File: src/rtl/display_scheduler_if.sv
// Display scheduler bus: mode switches, BCD digit sources, alarm/button events in;
// multiplexed 7-segment drive and status out.
interface display_scheduler_if;
    logic        clock_set;
    logic        alarm_set;
    logic        stop_watch;
    logic        alarm_on;
    logic [1:0]  loc;
    logic [15:0] clk_digits;
    logic [15:0] alarm_digits;
    logic [15:0] sw_digits;
    logic        alarm_match;
    logic        tick_1s;
    logic        ack;
    logic        ack_sw;
    logic [3:0]  anode;
    logic [6:0]  seg;
    logic [1:0]  src;
    logic        ringing;

    modport master (
        output clock_set, alarm_set, stop_watch, alarm_on, loc,
               clk_digits, alarm_digits, sw_digits, alarm_match, tick_1s, ack,
        input  ack_sw, anode, seg, src, ringing
    );

    modport slave (
        input  clock_set, alarm_set, stop_watch, alarm_on, loc,
               clk_digits, alarm_digits, sw_digits, alarm_match, tick_1s, ack,
        output ack_sw, anode, seg, src, ringing
    );
endinterface

File: src/rtl/display_scheduler.sv
// Arbitrates the shared 4-digit 7-segment display between clock, time-set, alarm-set
// and stopwatch views; scans the anodes, blinks the edited digit and runs the alarm ring.
module display_scheduler #(
    parameter int unsigned SCAN_DIV  = 100000,
    parameter int unsigned BLINK_DIV = 50000000,
    parameter int unsigned RING_SEC  = 30
) (
    input  logic               MCLK,
    input  logic               RESET,
    display_scheduler_if.slave dsp
);

    localparam int unsigned SCAN_W  = (SCAN_DIV  > 2) ? $clog2(SCAN_DIV)  : 1;
    localparam int unsigned BLINK_W = (BLINK_DIV > 2) ? $clog2(BLINK_DIV) : 1;
    localparam int unsigned RING_W  = (RING_SEC  > 2) ? $clog2(RING_SEC)  : 1;

    localparam logic [1:0] SRC_CLOCK = 2'd0;
    localparam logic [1:0] SRC_SET   = 2'd1;
    localparam logic [1:0] SRC_ALARM = 2'd2;
    localparam logic [1:0] SRC_SW    = 2'd3;

    typedef enum logic {IDLE = 1'b0, RING = 1'b1} ring_state_e;

    ring_state_e        state_q, state_d;
    logic [SCAN_W-1:0]  scan_cnt_q, scan_cnt_d;
    logic [1:0]         idx_q, idx_d;
    logic [1:0]         src_q, src_d;
    logic [BLINK_W-1:0] blink_cnt_q, blink_cnt_d;
    logic               blink_phase_q, blink_phase_d;
    logic               match_hist_q, match_hist_d;
    logic [RING_W-1:0]  ring_cnt_q, ring_cnt_d;
    logic [3:0]         anode_q, anode_d;
    logic [6:0]         seg_q, seg_d;

    logic        scan_wrap, frame_end, blink_wrap, edit_view, ring_enter, ring_timeout;
    logic [1:0]  req_src;
    logic [15:0] disp_vec;
    logic [3:0]  nibble;

    function automatic logic [6:0] seg_decode(input logic [3:0] bcd);
        logic [6:0] pat;
        case (bcd)
            4'd0:    pat = 7'b1000000;
            4'd1:    pat = 7'b1111001;
            4'd2:    pat = 7'b0100100;
            4'd3:    pat = 7'b0110000;
            4'd4:    pat = 7'b0011001;
            4'd5:    pat = 7'b0010010;
            4'd6:    pat = 7'b0000010;
            4'd7:    pat = 7'b1111000;
            4'd8:    pat = 7'b0000000;
            4'd9:    pat = 7'b0010000;
            default: pat = 7'h7F;
        endcase
        return pat;
    endfunction

    assign scan_wrap    = (scan_cnt_q == SCAN_W'(SCAN_DIV - 1));
    assign frame_end    = scan_wrap && (idx_q == 2'd3);
    assign blink_wrap   = (blink_cnt_q == BLINK_W'(BLINK_DIV - 1));
    assign edit_view    = (src_q == SRC_SET) || (src_q == SRC_ALARM);
    assign ring_timeout = dsp.tick_1s && (ring_cnt_q == RING_W'(RING_SEC - 1));
    assign match_hist_d = dsp.alarm_match;

    // Fixed-priority source request
    always_comb begin
        if (dsp.clock_set)       req_src = SRC_SET;
        else if (dsp.alarm_set)  req_src = SRC_ALARM;
        else if (dsp.stop_watch) req_src = SRC_SW;
        else                     req_src = SRC_CLOCK;
    end

    // Digit scan; the displayed source only changes between whole frames
    always_comb begin
        scan_cnt_d = scan_cnt_q + SCAN_W'(1);
        idx_d      = idx_q;
        if (scan_wrap) begin
            scan_cnt_d = '0;
            idx_d      = idx_q + 2'd1;
        end
        src_d = frame_end ? req_src : src_q;
    end

    // Ring FSM
    always_comb begin
        state_d    = state_q;
        ring_cnt_d = ring_cnt_q;
        ring_enter = 1'b0;
        case (state_q)
            IDLE: begin
                if (dsp.alarm_match && !match_hist_q && dsp.alarm_on &&
                    ((src_q == SRC_CLOCK) || (src_q == SRC_SW))) begin
                    state_d    = RING;
                    ring_cnt_d = '0;
                    ring_enter = 1'b1;
                end
            end
            RING: begin
                if (dsp.ack || !dsp.alarm_on || ring_timeout) begin
                    state_d = IDLE;
                end else if (dsp.tick_1s) begin
                    ring_cnt_d = ring_cnt_q + RING_W'(1);
                end
            end
            default: state_d = IDLE;
        endcase
    end

    // Blink restarts in the visible phase whenever the view changes
    always_comb begin
        blink_cnt_d   = blink_cnt_q + BLINK_W'(1);
        blink_phase_d = blink_phase_q;
        if ((src_d != src_q) || ring_enter) begin
            blink_cnt_d   = '0;
            blink_phase_d = 1'b0;
        end else if (blink_wrap) begin
            blink_cnt_d   = '0;
            blink_phase_d = !blink_phase_q;
        end
    end

    // Digit data and blanking; ringing forces the running time and flashes all digits
    always_comb begin
        disp_vec = dsp.clk_digits;
        if (state_q == IDLE) begin
            case (src_q)
                SRC_ALARM: disp_vec = dsp.alarm_digits;
                SRC_SW:    disp_vec = dsp.sw_digits;
                default:   disp_vec = dsp.clk_digits;
            endcase
        end
        nibble  = disp_vec[{idx_q, 2'b00} +: 4];
        seg_d   = seg_decode(nibble);
        anode_d = ~(4'b0001 << idx_q);
        if (blink_phase_q &&
            ((state_q == RING) || (edit_view && (idx_q == dsp.loc)))) begin
            anode_d = 4'hF;
        end
    end

    always_ff @(posedge MCLK or posedge RESET) begin
        if (RESET) begin
            state_q       <= IDLE;
            scan_cnt_q    <= '0;
            idx_q         <= '0;
            src_q         <= SRC_CLOCK;
            blink_cnt_q   <= '0;
            blink_phase_q <= 1'b0;
            match_hist_q  <= 1'b0;
            ring_cnt_q    <= '0;
            anode_q       <= 4'hF;
            seg_q         <= 7'h7F;
        end else begin
            state_q       <= state_d;
            scan_cnt_q    <= scan_cnt_d;
            idx_q         <= idx_d;
            src_q         <= src_d;
            blink_cnt_q   <= blink_cnt_d;
            blink_phase_q <= blink_phase_d;
            match_hist_q  <= match_hist_d;
            ring_cnt_q    <= ring_cnt_d;
            anode_q       <= anode_d;
            seg_q         <= seg_d;
        end
    end

    assign dsp.anode   = anode_q;
    assign dsp.seg     = seg_q;
    assign dsp.src     = src_q;
    assign dsp.ringing = (state_q == RING);
    assign dsp.ack_sw  = dsp.ack && (state_q == IDLE);

endmodule

File: src/flat_wrapper.sv
// flat-port wrapper written by rule: the top's interface ports become plain ports
module display_scheduler_flat 
#(
    parameter int unsigned SCAN_DIV  = 100000,
    parameter int unsigned BLINK_DIV = 50000000,
    parameter int unsigned RING_SEC  = 30
)
  (MCLK, RESET, dsp_clock_set, dsp_alarm_set, dsp_stop_watch, dsp_alarm_on, dsp_loc, dsp_clk_digits, dsp_alarm_digits, dsp_sw_digits, dsp_alarm_match, dsp_tick_1s, dsp_ack, dsp_ack_sw, dsp_anode, dsp_seg, dsp_src, dsp_ringing);
  display_scheduler_if dsp_i ();
  input  logic MCLK;
  input  logic RESET;
  input wire logic [$bits(dsp_i.clock_set)-1:0] dsp_clock_set;
  input wire logic [$bits(dsp_i.alarm_set)-1:0] dsp_alarm_set;
  input wire logic [$bits(dsp_i.stop_watch)-1:0] dsp_stop_watch;
  input wire logic [$bits(dsp_i.alarm_on)-1:0] dsp_alarm_on;
  input wire logic [$bits(dsp_i.loc)-1:0] dsp_loc;
  input wire logic [$bits(dsp_i.clk_digits)-1:0] dsp_clk_digits;
  input wire logic [$bits(dsp_i.alarm_digits)-1:0] dsp_alarm_digits;
  input wire logic [$bits(dsp_i.sw_digits)-1:0] dsp_sw_digits;
  input wire logic [$bits(dsp_i.alarm_match)-1:0] dsp_alarm_match;
  input wire logic [$bits(dsp_i.tick_1s)-1:0] dsp_tick_1s;
  input wire logic [$bits(dsp_i.ack)-1:0] dsp_ack;
  output wire logic [$bits(dsp_i.ack_sw)-1:0] dsp_ack_sw;
  output wire logic [$bits(dsp_i.anode)-1:0] dsp_anode;
  output wire logic [$bits(dsp_i.seg)-1:0] dsp_seg;
  output wire logic [$bits(dsp_i.src)-1:0] dsp_src;
  output wire logic [$bits(dsp_i.ringing)-1:0] dsp_ringing;
  assign dsp_i.clock_set = dsp_clock_set;
  assign dsp_i.alarm_set = dsp_alarm_set;
  assign dsp_i.stop_watch = dsp_stop_watch;
  assign dsp_i.alarm_on = dsp_alarm_on;
  assign dsp_i.loc = dsp_loc;
  assign dsp_i.clk_digits = dsp_clk_digits;
  assign dsp_i.alarm_digits = dsp_alarm_digits;
  assign dsp_i.sw_digits = dsp_sw_digits;
  assign dsp_i.alarm_match = dsp_alarm_match;
  assign dsp_i.tick_1s = dsp_tick_1s;
  assign dsp_i.ack = dsp_ack;
  assign dsp_ack_sw = dsp_i.ack_sw;
  assign dsp_anode = dsp_i.anode;
  assign dsp_seg = dsp_i.seg;
  assign dsp_src = dsp_i.src;
  assign dsp_ringing = dsp_i.ringing;
  display_scheduler #(.SCAN_DIV(SCAN_DIV), .BLINK_DIV(BLINK_DIV), .RING_SEC(RING_SEC)) u_core (.MCLK(MCLK), .RESET(RESET), .dsp(dsp_i));
endmodule
File: config.mk
export PLATFORM = sky130hd
export DESIGN_NAME = display_scheduler_flat
export DESIGN_NICKNAME = d
export VERILOG_FILES = /design/src/rtl/display_scheduler_if.sv /design/src/rtl/display_scheduler.sv /design/src/flat_wrapper.sv
export SDC_FILE = /design/constraint.sdc
export NUM_CORES = 1
export LEC_CHECK = 0
export CAP_MARGIN = 20
export CORE_ASPECT_RATIO = 0.5
export CORE_MARGIN = 4
export CORE_UTILIZATION = 40
export DETAILED_ROUTE_END_ITERATION = 16
export HOLD_SLACK_MARGIN = 0.08
export PLACE_DENSITY_LB_ADDON = 0.1
export RECOVER_POWER = 100
export SKIP_LAST_GASP = 1
export SLEW_MARGIN = 15
export SYNTH_ARGS = -nofsm -noshare
export SYNTH_HDL_FRONTEND = slang
export SYNTH_SLANG_ARGS = --single-unit
File: constraint.sdc
create_clock -name MCLK -period 2.7 [get_ports MCLK]
set_input_delay 0.54 -clock MCLK [delete_from_list [all_inputs] [get_ports MCLK]]
set_output_delay 0.54 -clock MCLK [all_outputs]
set_load 0.01 [all_outputs]
==> results.md <==
* Area grow syn2layout at 30.52%
* Least-Margin Pin Slew at 1618 ps
* Setup violations, final at 0
* Remaining Overflow, GRT at 0
* Leakage at about 0.0020 uW
* RSZ-0062 raised after global routing: no
* EDFF count, synth at 0
* Slew Viols, Final at 67
* Clk sinks at 66
* DP Area at between 4000 and 5000 um^2
* Die height at 76.44 um
* FMAX at 398.2 MHz
* Top cells by area in the synthesized netlist: dfrtp_1, dfstp_2, nor2_1
* Rows at 24
* Worst hold stages at 1
* RR Startpoint: u_core.dsp.src[1]
* Sequential share of the synthesized area at roughly 44%
* Die Area at around 11000 um^2
* Antenna fix cells at 0
* R2r setup slk at 190 ps
* # H-tree levels at 3
* Max incr delay on CP at around 480 ps
* Fin crit share at 93.01%
* DR WL/cell at ~15 um
* Max_cap viols at 1
* GPL Wtd Cong at 0.8542
* Num CTS Buffers at 9
* Port Buf Inserts at 73
* Worst min-delay path class: reg -> reg
* Yosys reg bits at between 60 and 70
* Starting Density at a little over two fifths
* Hold EP: u_core.scan_cnt_q[16]
* Hold-fix buffers, CTS at 0
* Hold Startpoint: u_core.scan_cnt_q[16]
* Synth unique cells at 53
* Worst-skew pair later-pin latency at between 300 and 400 ps
* Per-instance average area after synthesis at slightly below 10 um^2
* Initial antenna violation count at 0
* Critical path origin: u_core.dsp.src[1]
* Worst EP arrival at approximately 2700 ps
* Core area at 8919 um^2
* CP top delay family: compound AO/OA/AOI/OAI gates
* Yosys top cell by area: dfrtp_1
* Slew HR at -7.853%
* Top-count cell post-synth: nor2_1
* Worst R2R End: u_core.dsp.seg[2]
* Required @ worst endpoint at 2920 ps
* Post-Synthesis Cell Area at ~3700 um^2
* Vias at between 3k and 4k
* Violated checks: capacitance limit, slew limit
* Final hold violation count at 0
* Status: finished with violations
* CTS tree: yes
* Crit-path max FO at 11
* Primary FF master, synth: dfrtp_1
* Clock transition at path regs at 50 ps
* Reg2Reg Depth at 7
* Via count of the first global-routing pass at between 3k and 4k
* Critical Path Start Type: flop
* Final ANT Viol Nets at 0
* First-pass GRT wire length at 14.68 mm
* Vias/cell at between 5 and 6
* Pre-antenna DRT Iters at 4
* Crit path cell chain: ha_1 -> buf_4 -> a22oi_1 -> a311o_1 -> o41ai_4 -> o21ai_1 -> o31ai_1
* Crit end category: flop
* Shortest period the worst path allows at between 2000 and 3000 ps
* Die Width at between 100 and 150 um
* Slowest-stage cell, CP: o41ai_4
* Critical path class: reg -> reg
* Cell area after layout at between 4000 and 5000 um^2
* DRT Wirelength at 8.789 mm
* DR iter-0 viols at roughly 130
* Dpl hpwl at 6.547 mm
* Overall routing resource usage at about 17%
* Synth cell count leaders: nor2_1, dfrtp_1, nand2_1
* Pin count of the biggest net entering global routing at 67
* Yosys top cell area share at 36.73%
* Layout Nets at between 500 and 600
* Pwr Density at ~560 nW/um^2
* Synthesis Warnings at 0
* Clock root buffer: clkbuf_16
* Clock Path Buffers at 2
* Worst hold slack at approximately 490 ps
* Clock skew at between 5 and 6 ps
* Post-synth ARST share at 100.0%
* Setup TNS at 0 ps
* IO Count at 74
* Peak VDD IR at 345.4 uV
* DRC at 0
* Fraction of layout cells with a size suffix above 1 at 10.19%
* Synth Instances at around 390
* Syn Nets at between 400 and 500
* CP bufs+invs at 1
* Post-CTS Setup Inserts at 0
layout make-up:
| type | count | area, um^2 |
|---|---|---|
| Clock buffer | 13 | 270.3 |
| Clock inverter | 2 | 35.03 |
| Fill cell | 786 | 4028 |
| Inverter | 14 | 55.05 |
| Multi-Input combinational cell | 289 | 1899 |
| Sequential cell | 66 | 1665 |
| Tap cell | 117 | 146.4 |
| Timing Repair Buffer | 87 | 819.5 |
repair_timing:
| action | in CTS | in global routing |
|---|---|---|
| hold endpoints to repair | 0 | 0 |
| endpoints found under the setup margin | 0 | 3 |
| gates resized for setup | 0 | 1 |
worst register-to-register path, stage by stage, from the launching register on:
cell     delay (ps)
dfrtp_1         450
ha_1            330
buf_4           220
a22oi_1         130
a311o_1         400
o41ai_4         480
o21ai_1         260
o31ai_1         140
routing by layer:
layer | vias up | global-route usage (%) | part of all wire, %
met1 | 1470 | 21.44 | 45
met3 | 13 | 5.768 | 5.9
met2 | 94 | 25.87 | 47
met4 | 0 | 5.028 | 1.6
met5 | - | 0 | 0
li1 | 1519 | - | -
kinds of logic (layout without fill, tap and decap cells):
| logic type | after synthesis | in the layout | synth area share (%) |
|---|---|---|---|
| flops | 66 | 66 | 44.44 |
| buf+inv | 30 | 116 | 4.741 |
| compound gates | 64 | 64 | 12.82 |
| fa+ha+maj | 13 | 13 | 4.341 |
| xor+xnor | 44 | 44 | 10.28 |
| mux | 9 | 9 | 2.805 |
| simple gates | 159 | 159 | 20.57 |
layout by cell type (no fill, tap or decap), drive strengths merged, types with 5 or more instances in the layout:
cell / n
nor2: 61
xor2: 21
ha: 13
a211oi: 5
a21oi: 6
nand3: 21
nand4: 11
buf: 8
xnor2: 23
dfstp: 11
and4: 5
nand2: 31
a22oi: 7
clkdlybuf4s50: 56
o21ai: 24
dlygate4sd3: 17
inv: 13
dfrtp: 55
mux2i: 6
clkbuf: 19
nor3: 8
flip-flops by register name, indices dropped and copies added, names as in the netlist:
register / count
u_core.blink_cnt_q: 26
u_core.dsp.anode: 4
u_core.ring_cnt_q: 5
u_core.dsp.ringing: 1
u_core.blink_phase_q: 1
u_core.scan_cnt_q: 17
u_core.idx_q: 2
u_core.match_hist_q: 1
u_core.dsp.src: 2
u_core.dsp.seg: 7
how the worst max path moves through the flow:
stage / depth (start not counted) / end
after detailed placement: 7 / u_core.dsp.seg[5]
final: 7 / u_core.dsp.seg[2]
after global placement: 7 / u_core.dsp.seg[5]
after CTS: 8 / u_core.dsp.seg[5]
after global routing: 7 / u_core.dsp.seg[2]
after floorplan: 10 / u_core.dsp.seg[5]
through the flow:
step | utilization, % | total power, uW | setup WS [ps] | cells
5_1_grt | 54.84 | 2882 | 12.44 | 588
3_3_place_gp | 51.80 | 1602 | 213.1 | 573
6_report | 54.84 | 2755 | 188.7 | 588
2_1_floorplan | - | 1405 | 392.5 | 385
3_5_place_dp | 51.80 | 1615 | 132.7 | 573
4_1_cts | 55.22 | 2805 | 133.1 | 588
where the power goes:
group	total [uW]	leakage, uW	switching [uW]	internal (uW)
combinational	416	0.00102	196	220
clock	1170	0.000152	389	783
sequential	1170	0.000845	80.1	1090
total	2750	0.00202	665	2090
Note: power is estimated with default switching activity, not from simulation.
